`src/rtl/rle_compressor.sv`:
```
// Serial run-length encoder: merges runs of equal input bits into {bit, len[6:0]}
// codewords, queues them in a small FIFO and re-serialises them MSB-first.
module rle_compressor #(
  parameter int MEM_ADR_LEN = 2
) (
  input  logic i_sclk,
  input  logic i_rst,
  input  logic i_serIn,
  input  logic i_bitValid,
  input  logic i_flush,
  output logic o_inReady,
  output logic o_stackFull,
  output logic o_serOut,
  output logic o_serValid,
  output logic o_busy
);

  localparam int DEPTH = 2 ** MEM_ADR_LEN;
  localparam logic [MEM_ADR_LEN-1:0] PTR_ONE = 1;
  localparam logic [MEM_ADR_LEN:0] CNT_ONE = 1;
  localparam logic [MEM_ADR_LEN:0] CNT_FULL = (MEM_ADR_LEN + 1)'(DEPTH);

  typedef enum logic {R_IDLE, R_RUN} runState_t;
  typedef enum logic {S_IDLE, S_SHIFT} serState_t;

  runState_t r_runState, w_runNext;
  logic r_curBit, w_curBitNext;
  logic [6:0] r_cnt, w_cntNext;

  logic [7:0] r_mem [DEPTH];
  logic [MEM_ADR_LEN-1:0] r_wrPtr, r_rdPtr;
  logic [MEM_ADR_LEN:0] r_count, w_countNext;
  logic r_stackFull;

  serState_t r_serState, w_serNext;
  logic [7:0] r_shreg, w_shregNext;
  logic [2:0] r_bitCnt, w_bitCntNext;

  logic w_accept, w_flushReq, w_push, w_pop;
  logic [7:0] w_pushData;

  // A flush waits for an idle input cycle with FIFO room, so at most one push per cycle.
  assign w_accept   = i_bitValid && !r_stackFull;
  assign w_flushReq = i_flush && !i_bitValid && !r_stackFull;

  always_comb begin
    w_runNext    = r_runState;
    w_curBitNext = r_curBit;
    w_cntNext    = r_cnt;
    w_push       = 1'b0;
    w_pushData   = 8'h00;
    case (r_runState)
      R_IDLE: begin
        if (w_accept) begin
          w_runNext    = R_RUN;
          w_curBitNext = i_serIn;
          w_cntNext    = 7'd1;
        end
      end
      R_RUN: begin
        if (w_accept) begin
          if (i_serIn == r_curBit) begin
            if (r_cnt == 7'd127) begin
              w_push     = 1'b1;
              w_pushData = {r_curBit, 7'd127};
              w_cntNext  = 7'd1;
            end else begin
              w_cntNext = r_cnt + 7'd1;
            end
          end else begin
            w_push       = 1'b1;
            w_pushData   = {r_curBit, r_cnt};
            w_curBitNext = i_serIn;
            w_cntNext    = 7'd1;
          end
        end else if (w_flushReq) begin
          w_push     = 1'b1;
          w_pushData = {r_curBit, r_cnt};
          w_runNext  = R_IDLE;
        end
      end
      default: w_runNext = R_IDLE;
    endcase
  end

  // The 8th shifted bit doubles as the reload point so consecutive codewords leave no gap.
  always_comb begin
    w_serNext     = r_serState;
    w_shregNext   = r_shreg;
    w_bitCntNext  = r_bitCnt;
    w_pop         = 1'b0;
    case (r_serState)
      S_IDLE: begin
        if (r_count != '0) begin
          w_pop        = 1'b1;
          w_shregNext  = r_mem[r_rdPtr];
          w_bitCntNext = 3'd0;
          w_serNext    = S_SHIFT;
        end
      end
      S_SHIFT: begin
        if (r_bitCnt == 3'd7) begin
          if (r_count != '0) begin
            w_pop        = 1'b1;
            w_shregNext  = r_mem[r_rdPtr];
            w_bitCntNext = 3'd0;
          end else begin
            w_serNext = S_IDLE;
          end
        end else begin
          w_shregNext  = {r_shreg[6:0], 1'b0};
          w_bitCntNext = r_bitCnt + 3'd1;
        end
      end
      default: w_serNext = S_IDLE;
    endcase
  end

  always_comb begin
    case ({w_push, w_pop})
      2'b10:   w_countNext = r_count + CNT_ONE;
      2'b01:   w_countNext = r_count - CNT_ONE;
      default: w_countNext = r_count;
    endcase
  end

  always_ff @(posedge i_sclk) begin
    if (i_rst) begin
      r_runState <= R_IDLE;
      r_curBit   <= 1'b0;
      r_cnt      <= 7'd0;
    end else begin
      r_runState <= w_runNext;
      r_curBit   <= w_curBitNext;
      r_cnt      <= w_cntNext;
    end
  end

  always_ff @(posedge i_sclk) begin
    if (w_push) begin
      r_mem[r_wrPtr] <= w_pushData;
    end
  end

  always_ff @(posedge i_sclk) begin
    if (i_rst) begin
      r_wrPtr     <= '0;
      r_rdPtr     <= '0;
      r_count     <= '0;
      r_stackFull <= 1'b0;
    end else begin
      if (w_push) begin
        r_wrPtr <= r_wrPtr + PTR_ONE;
      end
      if (w_pop) begin
        r_rdPtr <= r_rdPtr + PTR_ONE;
      end
      r_count     <= w_countNext;
      r_stackFull <= (w_countNext == CNT_FULL);
    end
  end

  always_ff @(posedge i_sclk) begin
    if (i_rst) begin
      r_serState <= S_IDLE;
      r_shreg    <= 8'h00;
      r_bitCnt   <= 3'd0;
    end else begin
      r_serState <= w_serNext;
      r_shreg    <= w_shregNext;
      r_bitCnt   <= w_bitCntNext;
    end
  end

  assign o_inReady   = !r_stackFull;
  assign o_stackFull = r_stackFull;
  assign o_serValid  = (r_serState == S_SHIFT);
  assign o_serOut    = (r_serState == S_SHIFT) ? r_shreg[7] : 1'b0;
  assign o_busy      = (r_runState == R_RUN) || (r_count != '0) || (r_serState == S_SHIFT);

endmodule

```
`config.mk`:
```
export PLATFORM = sky130hd
export DESIGN_NAME = rle_compressor
export DESIGN_NICKNAME = d
export VERILOG_FILES = /design/src/rtl/rle_compressor.sv
export SDC_FILE = /design/constraint.sdc
export NUM_CORES = 1
export LEC_CHECK = 0
export BUFFER_PORTS_ARGS = -buffer_cell sky130_fd_sc_hd__buf_2
export CAP_MARGIN = 15
export CORE_AREA = 2 2 137 72
export CTS_CLUSTER_DIAMETER = 120
export CTS_CLUSTER_SIZE = 24
export DETAILED_ROUTE_END_ITERATION = 10
export DIE_AREA = 0 0 139 74
export GPL_ROUTABILITY_DRIVEN = 0
export PLACE_DENSITY = 0.52
export SYNTH_ARGS = -nofsm -noshare
export SYNTH_HDL_FRONTEND = slang
export SYNTH_SLANG_ARGS = --single-unit
export TNS_END_PERCENT = 1
```
`constraint.sdc`:
```
create_clock -name i_sclk -period 3.25 [get_ports i_sclk]
set_input_delay 0.8125 -clock i_sclk [delete_from_list [all_inputs] [get_ports i_sclk]]
set_output_delay 0.8125 -clock i_sclk [all_outputs]
set_load 0.1 [all_outputs]
```
==> results of run 1 <==
-- layout make-up --
type	instances	area share, %
flip-flops and latches	63	49.6
multi-input cells	138	32.1
clock buffers	12	7.41
well taps	121	4.74
clock inverters	4	2.94
repair buffers	13	2.35
inverters	7	0.940
-- logic make-up after synthesis --
group                      after synthesis
AOI/OAI and AO/OA                       27
xor gates and xnor gates                10
adders and majority gates                9
buffers and inverters                   18
DFF                                     63
muxes                                   14
and+or+nand+nor                         78
-- where the power goes --
part / leakage [µW] / internal, µW / switching [µW] / total, µW
sequential: 0.000543 / 953 / 113 / 1070
combinational: 0.000438 / 297 / 497 / 794
clock: 0.000158 / 746 / 318 / 1060
total: 0.00114 / 2000 / 928 / 2920
-- per-layer routing --
layer,part of all wire [%],track usage (%),wire (µm),up-vias
met4,2.1,6.40,108,0
met2,39,14.1,2000,26
met1,53,16.4,2750,757
met5,0,0,0,-
met3,6.1,4.06,316,10
li1,-,-,-,801
-- per-stage QoR --
step	hold WS [ns]	instance area, µm²
finish	0.471	3190
global route	0.508	3190
CTS	0.473	3190
detailed placement	0.465	2860
global placement	0.457	2860
floorplan	0.452	2690
-- how the worst max path moves through the flow --
stage	start	end	slack [ns]
4_1_cts	r_count[0]$_SDFF_PP0_	o_busy	0.48
3_3_place_gp	i_serIn	o_stackFull$_SDFF_PP0_	0.68
2_1_floorplan	o_stackFull$_SDFF_PP0_	o_stackFull$_SDFF_PP0_	0.20
3_5_place_dp	i_serIn	o_stackFull$_SDFF_PP0_	0.64
6_report	r_count[0]$_SDFF_PP0_	o_busy	0.51
5_1_grt	r_count[0]$_SDFF_PP0_	o_busy	0.41
-- registers in the layout, summed over array words and instances (netlist names), named ones only --
signal	count
o_serValid	1
o_stackFull	1
r_bitCnt	3
r_cnt	7
r_count	3
r_curBit	1
r_mem	32
r_rdPtr	2
r_runState	1
r_shreg	8
r_wrPtr	2
-- critical path: stages, from the launching register on --
cell and delay [ns]:
dfxtp_1 0.36, or3_1 0.56, or3_1 0.38, buf_2 0.30
-- placed cells by master (no fill, tap or decap), types with 6 or more instances in the layout --
master,n
ha_1,8
a211oi_1,8
xor2_1,7
mux4_2,8
and2_1,7
nor2_1,26
nand2_1,18
inv_1,6
buf_2,9
a21oi_1,12
clkbuf_16,9
edfxtp_1,32
dfxtp_1,30
==> results.json, run 1 <==
{
  "die_w_um": 139,
  "ys_async_sr_fraction_pct": 0,
  "finalHoldViolCount": 0,
  "worst_ep_arrival_time_ns": 1.93,
  "r2r-start": "r_cnt[0]$_SDFFE_PP0P_",
  "vias_per_cell": 4.45,
  "synth_compound_area_share_pct": 7.08,
  "clockBufferDepth": 2,
  "maxSlewViolCount": 0,
  "synth_adder_area_share_pct": 4.47,
  "antenna_cells": 0,
  "p_leak_uw": 0.00114,
  "initial_core_util_pct": 29.4,
  "synth.most_common_cell": "edfxtp_1",
  "grt_max_degree": 29,
  "hp-start": "r_bitCnt[1]$_SDFF_PP0_",
  "fin_util_pct": 35.0,
  "r2r_slack_ns": 0.76,
  "syn-num-nets": 233,
  "postCtsSetupBuffers": 0,
  "finalCriticalPeriod_ns": 2.74,
  "power_uw": 2920,
  "portBuffers": 9,
  "synth.distinct_cells": 35,
  "cts_root_buf": "clkbuf_16",
  "synth.avg_cell_area_um2": 12.3,
  "finalSetupTns_ns": 0,
  "tritoncts": "yes",
  "placed_cells": 342,
  "setup_viol": 0,
  "yosys-top-cells-area": "edfxtp_1, dfxtp_1, mux4_2, ha_1, nor2_1",
  "power_per_cell_area_mw_per_mm2": 916,
  "die_h_um": 74,
  "clock-sinks": 63,
  "drv_cap": 0,
  "synth-edff-count": 32,
  "fin_ws_ns": 0.505,
  "cts_buffers": 9,
  "rr_worst_depth": 11,
  "pin_count": 10,
  "synth_top_area_share_pct": 35.8,
  "yosys.area_share.simple_pct": 14.0,
  "cp.required_ns": 2.44,
  "crit_path_start_kind": "register",
  "stdcell_count": 358,
  "syn-cell-area_mm2": 0.00269,
  "syn_to_final_growth_pct": 18.8,
  "slew_headroom_pct": 61.8,
  "yosys_register_bits": 63,
  "drive_gt1_share_pct": 18.6,
  "synth_mux_area_share_pct": 8.99,
  "synth_top_family_by_area": "simple AND/OR/NAND/NOR gates",
  "synth_xor_area_share_pct": 3.54,
  "fillers": 913,
  "seq_area_mm2": 0.00158,
  "die_area_mm2": 0.0103,
  "drt_wl_total_um": 5180,
  "hp-class": "reg -> reg",
  "worst_slew_pin_slew_ns": 0.573,
  "grt_usage_pct": 11.2,
  "vias": 1594,
  "ys_seq_area_share_pct": 58.8,
  "peakVddDrop_mv": 0.480,
  "netlist_instances": 219,
  "worstHoldPathCells": 2,
  "max_freq_ghz": 0.364,
  "drc": 0,
  "rsz0062_at_grt": "no",
  "final.period_utilization_pct": 84.5,
  "hpwl_um": 3580,
  "core-area_mm2": 0.00913,
  "grt_pass1_wl_um": 8380,
  "ctsResizeCount": 0,
  "outcome": "completed",
  "synthFlopType": "edfxtp_1",
  "post-place-ws_ns": 0.644,
  "drtIter0Drc": 118,
  "grt_pass1_vias": 1538,
  "critPathMaxFanout": 10,
  "min_to": "r_bitCnt[1]$_SDFF_PP0_",
  "wl_per_cell_um": 14.5,
  "synth_top_cells_by_count": "edfxtp_1, dfxtp_1, nor2_1, nand2_1, a21oi_1",
  "rr_endpoint": "o_stackFull$_SDFF_PP0_",
  "ctsHoldBuffers": 0,
  "row_count": 25,
  "antenna_found_initial": 0,
  "antenna_left": 0,
  "worst_setup_path_end_kind": "primary output",
  "nets": 246,
  "clk_pin_slew_worst_paths_ns": 0.05,
  "yosys.area.top_type": "edfxtp_1",
  "path_class": "reg -> out",
  "worstSkewPairLatency_ns": 0.33,
  "finalClockSkew_ns": 0.00470,
  "yosysWarnings": 0,
  "grt_remaining_overflow": 0,
  "drt_first_pass_iters": 4,
  "ctsHtreeMaxLevel": 3,
  "multi_input_area_mm2": 0.00102
}
Power figures use the tool's default switching activity.
==> run 2, diff against run 1 <==
Settings changed: PLACE_DENSITY 0.52 to 0.54.
Clock period 3.25 ns to 2.4 ns, I/O delays scaled along.
==> run 2 against run 1 <==
Effect of this change: final cell count increased by 3.1%; final area increased by 2.5%; setup slack got worse by 0.40 ns; first-iteration DRC count decreased by 9.3%; clock power increased by 18%; critical path type unchanged; critical endpoint unchanged; highest routed layer unchanged.
==> results.json, run 2 (synthesized netlist as in run 1, its figures left out) <==
{
  "max_freq_ghz": 0.435,
  "ctsHoldBuffers": 0,
  "fin_util_pct": 35.8,
  "clk_pin_slew_worst_paths_ns": 0.05,
  "finalCriticalPeriod_ns": 2.30,
  "drtIter0Drc": 107,
  "drive_gt1_share_pct": 26.2,
  "whs_ns": 0.480,
  "worst_setup_path_end_kind": "primary output",
  "hp-start": "r_bitCnt[1]$_SDFF_PP0_",
  "die_w_um": 139,
  "core-area_mm2": 0.00913,
  "multi_input_area_mm2": 0.00105,
  "rr_worst_depth": 11,
  "drt_wl_total_um": 5120,
  "nets": 257,
  "critPathMaxFanout": 5,
  "tritoncts": "yes",
  "seq_area_mm2": 0.00159,
  "antenna_cells": 0,
  "vias_per_cell": 4.33,
  "syn_to_final_growth_pct": 21.8,
  "vias": 1596,
  "grt_remaining_overflow": 0,
  "setup_viol": 0,
  "fin_ws_ns": 0.101,
  "ctsResizeCount": 0,
  "pin_count": 10,
  "slew_headroom_pct": 62.7,
  "layout_commonest_cell": "edfxtp_1",
  "portBuffers": 9,
  "clockBufferDepth": 2,
  "worstHoldPathCells": 2,
  "row_count": 25,
  "path_class": "reg -> out",
  "clock-sinks": 63,
  "worst_ep_arrival_time_ns": 1.70,
  "min_to": "r_bitCnt[1]$_SDFF_PP0_",
  "outcome": "completed",
  "p_leak_uw": 0.00118,
  "r2r-start": "r_cnt[0]$_SDFFE_PP0P_",
  "peakVddDrop_mv": 0.649,
  "hpwl_um": 3560,
  "grt_pass1_wl_um": 8310,
  "worst_slew_pin_slew_ns": 0.559,
  "largest_reg_flops": 32,
  "rsz0062_at_grt": "no",
  "drt_first_pass_iters": 6,
  "die_area_mm2": 0.0103,
  "postCtsSetupBuffers": 0,
  "largest-register": "r_mem",
  "finalClockSkew_ns": 0.00698,
  "grt_pass1_vias": 1555,
  "cts_root_buf": "clkbuf_16",
  "fillers": 900,
  "crit_path_start_kind": "register",
  "maxSlewViolCount": 0,
  "grt_usage_pct": 11.0,
  "finalHoldViolCount": 0,
  "rr_endpoint": "o_stackFull$_SDFF_PP0_",
  "worstSkewPairLatency_ns": 0.33,
  "reg_top3": "r_mem: 32 flops, r_shreg: 8 flops, r_cnt: 7 flops",
  "initial_core_util_pct": 29.4,
  "drc": 0,
  "wl_per_cell_um": 13.9,
  "die_h_um": 74,
  "hp-class": "reg -> reg",
  "layout_common_cells": "edfxtp_1, dfxtp_1, nor2_1, nand2_1, buf_4",
  "cp.required_ns": 1.80,
  "antenna_left": 0,
  "ctsHtreeMaxLevel": 3,
  "cts_buffers": 9,
  "grt_max_degree": 17,
  "post-place-ws_ns": 0.110,
  "drv_cap": 0,
  "antenna_found_initial": 0,
  "r2r_slack_ns": 0.14,
  "power_per_cell_area_mw_per_mm2": 1180,
  "final.period_utilization_pct": 95.8
}
## run 2: cell types whose count changed in the layout (fill, tap and decap cells not counted), sizes merged
cell	previous run	this run
buf	13	24
bufinv	3	0
clkbuf	12	14
inv	6	7
## run 2: per-layer routing
| layer | global-route usage, % | up-vias | wire [µm] |
|---|---|---|---|
| li1 | - | 819 | - |
| met1 | 16.8 | 753 | 2930 |
| met2 | 13.9 | 19 | 1930 |
| met3 | 4.64 | 5 | 220 |
| met4 | 3.37 | 0 | 29 |
| met5 | 0 | - | 0 |
## run 2: per-stage QoR
stage | TNS, ns | cell area (µm²) | power (µW) | std cells
final | 0 | 3270 | 3870 | 369
after global routing | 0 | 3270 | 4090 | 369
after CTS | 0 | 3270 | 3900 | 369
after detailed placement | 0 | 2970 | 2640 | 353
after global placement | 0 | 2970 | 2630 | 353
after floorplan | -0.848 | 2720 | 2370 | 219
## run 2: worst max-delay path, stage by stage (launching register included)
cell and delay [ns]:
dfxtp_1 0.37, or3_1 0.40, or3_1 0.31, buf_2 0.30
## run 2: report_power, final
| group | leakage, µW | switching [µW] | total (µW) | internal [µW] |
|---|---|---|---|---|
| sequential | 0.000536 | 148 | 1440 | 1290 |
| clock | 0.000148 | 437 | 1250 | 816 |
| combinational | 0.000500 | 699 | 1180 | 478 |
| total | 0.00118 | 1280 | 3870 | 2590 |
## run 2: cell type report
cell class / instances / area share, %
timing repair buffer: 24 / 4.81
inverter: 7 / 0.994
sequential: 63 / 48.5
clock buffer: 14 / 8.71
tap: 121 / 4.62
clock inverter: 2 / 0.344
multi-input combinational: 138 / 32.0
## run 2: worst max-delay path by stage
stage	from	endpoint	slack [ns]	cells past startpoint
5_1_grt	r_cnt[0]$_SDFFE_PP0P_	o_stackFull$_SDFF_PP0_	0.007	11
2_1_floorplan	o_stackFull$_SDFF_PP0_	o_stackFull$_SDFF_PP0_	-0.32	11
4_1_cts	r_count[0]$_SDFF_PP0_	o_busy	0.09	3
3_5_place_dp	r_cnt[1]$_SDFFE_PP0P_	o_stackFull$_SDFF_PP0_	0.11	11
3_3_place_gp	r_cnt[0]$_SDFFE_PP0P_	o_stackFull$_SDFF_PP0_	0.14	11
6_report	r_count[0]$_SDFF_PP0_	o_busy	0.10	3
==> run 3, diff against run 2 <==
Settings changed: BUFFER_PORTS_ARGS -buffer_cell sky130_fd_sc_hd__buf_2 to -buffer_cell sky130_fd_sc_hd__clkbuf_2.
==> run 3 against run 2 <==
Effect of this change: critical path depth unchanged; die area is the same; sequential share of layout area is 0.22 points lower; sequential cell count unchanged; largest cell class unchanged; worst hold slack got worse by 0.010 ns; sequential power about the same; highest routed layer unchanged; clock power rose by 6%; final cell count is the same; clock skew rose by 0.0022 ns; power increased by 2.1%; global-route usage grew 0.32 points.
==> results.json, run 3 (synthesized netlist as in run 1, its figures left out) <==
{
  "setup_viol": 0,
  "largest_reg_flops": 32,
  "die_area_mm2": 0.0103,
  "clock-sinks": 63,
  "initial_core_util_pct": 29.4,
  "wl_met3_um": 249,
  "antenna_found_initial": 0,
  "grt_max_degree": 29,
  "antenna_left": 0,
  "layout_common_cells": "edfxtp_1, dfxtp_1, nor2_1, nand2_1, buf_4",
  "drtIter0Drc": 125,
  "power_per_cell_area_mw_per_mm2": 1200,
  "clk_pin_slew_worst_paths_ns": 0.05,
  "finalCriticalPeriod_ns": 2.29,
  "cts_buffers": 9,
  "slew_headroom_pct": 59.4,
  "cts_root_buf": "clkbuf_16",
  "maxSlewViolCount": 0,
  "core-area_mm2": 0.00913,
  "grt_pass1_vias": 1578,
  "hp-class": "reg -> reg",
  "drt_wl_total_um": 5310,
  "hpwl_um": 3660,
  "rsz0062_at_grt": "no",
  "cp.required_ns": 1.80,
  "die_w_um": 139,
  "clockBufferDepth": 2,
  "worst_ep_arrival_time_ns": 1.69,
  "die_h_um": 74,
  "peakVddDrop_mv": 0.578,
  "antenna_cells": 0,
  "grt_pass1_wl_um": 8470,
  "wl_per_cell_um": 14.4,
  "grt_usage_pct": 11.4,
  "reg_top3": "r_mem: 32 flops, r_shreg: 8 flops, r_cnt: 7 flops",
  "crit_path_start_kind": "register",
  "drc": 0,
  "place_area_mm2": 0.00297,
  "wl_met1_um": 2990,
  "fillers": 904,
  "final_cell_area_mm2": 0.00329,
  "layout_commonest_cell": "edfxtp_1",
  "ctsHtreeMaxLevel": 3,
  "stdcell_count": 369,
  "met2_length_um": 2080,
  "drive_gt1_share_pct": 26.2,
  "maxUsedRoutingLayer": "met4",
  "tritoncts": "yes",
  "vias": 1636,
  "worst_setup_path_end_kind": "primary output",
  "row_count": 25,
  "worstSkewPairLatency_ns": 0.33,
  "worst_slew_pin_slew_ns": 0.608,
  "portBuffers": 9,
  "outcome": "completed",
  "critPathMaxFanout": 5,
  "grt_remaining_overflow": 0,
  "drv_cap": 0,
  "p_leak_uw": 0.00119,
  "finalClockSkew_ns": 0.00917,
  "largest-register": "r_mem",
  "finalHoldViolCount": 0,
  "final.period_utilization_pct": 95.5,
  "drt_first_pass_iters": 5,
  "max_freq_ghz": 0.436,
  "pin_count": 10,
  "path_class": "reg -> out",
  "ctsHoldBuffers": 0,
  "nets": 257,
  "power_uw": 3950,
  "syn_to_final_growth_pct": 22.4,
  "vias_per_cell": 4.43,
  "placed_cells": 353
}
-- run 3: path summary, 6_finish.rpt --
check                                       startpoint  slack [ns]                endpoint  depth (start not counted)
worst min register to register  r_bitCnt[1]$_SDFF_PP0_        0.47  r_bitCnt[1]$_SDFF_PP0_                          2
worst max register to register   r_cnt[5]$_SDFFE_PP0P_        0.14  o_stackFull$_SDFF_PP0_                         10
worst max-delay path             r_count[0]$_SDFF_PP0_        0.11                  o_busy                          3
worst min-delay path            r_bitCnt[1]$_SDFF_PP0_        0.47  r_bitCnt[1]$_SDFF_PP0_                          2
-- run 3: final cells by class --
type / instances / area [µm²] / share of cell area (%)
Sequential cell: 63 / 1590 / 48.3
Clock buffer: 11 / 254 / 7.72
Timing Repair Buffer: 24 / 160 / 4.87
Clock inverter: 5 / 55.1 / 1.67
Tap cell: 121 / 151 / 4.60
Multi-Input combinational cell: 138 / 1050 / 31.9
Inverter: 7 / 32.5 / 0.989
-- run 3: through the flow --
stage	utilization [%]	setup WS, ns	setup TNS (ns)	hold WS, ns
after floorplan	-	-0.316	-0.848	0.452
after global placement	32.5	0.120	0	0.458
after detailed placement	32.5	0.0701	0	0.467
after CTS	36.0	0.0536	0	0.474
after global routing	36.0	0.00309	0	0.493
final	36.0	0.108	0	0.470
-- run 3: layer usage --
layer | track usage (%) | up-vias
met1 | 17.1 | 776
li1 | - | 825
met4 | 4.04 | 0
met5 | 0 | -
met2 | 14.0 | 33
met3 | 5.09 | 2
-- run 3: power by group --
part           total [µW]  switching, µW  leakage [µW]  internal, µW
clock network        1320            457      0.000145           863
registers            1440            152      0.000540          1290
logic                1190            706      0.000501           484
total                3950           1320       0.00119          2640
-- run 3: timing repair --
item                       4_1_cts  5_1_grt
gates resized for setup          1        3
buffers inserted                 0        0
setup endpoints to repair        1        1
pin swaps                        0        2
-- run 3: worst max-delay path: stages, from the launching register on --
cell and delay (ns):
dfxtp_1 0.37, or3_1 0.40, or3_1 0.31, clkbuf_4 0.29
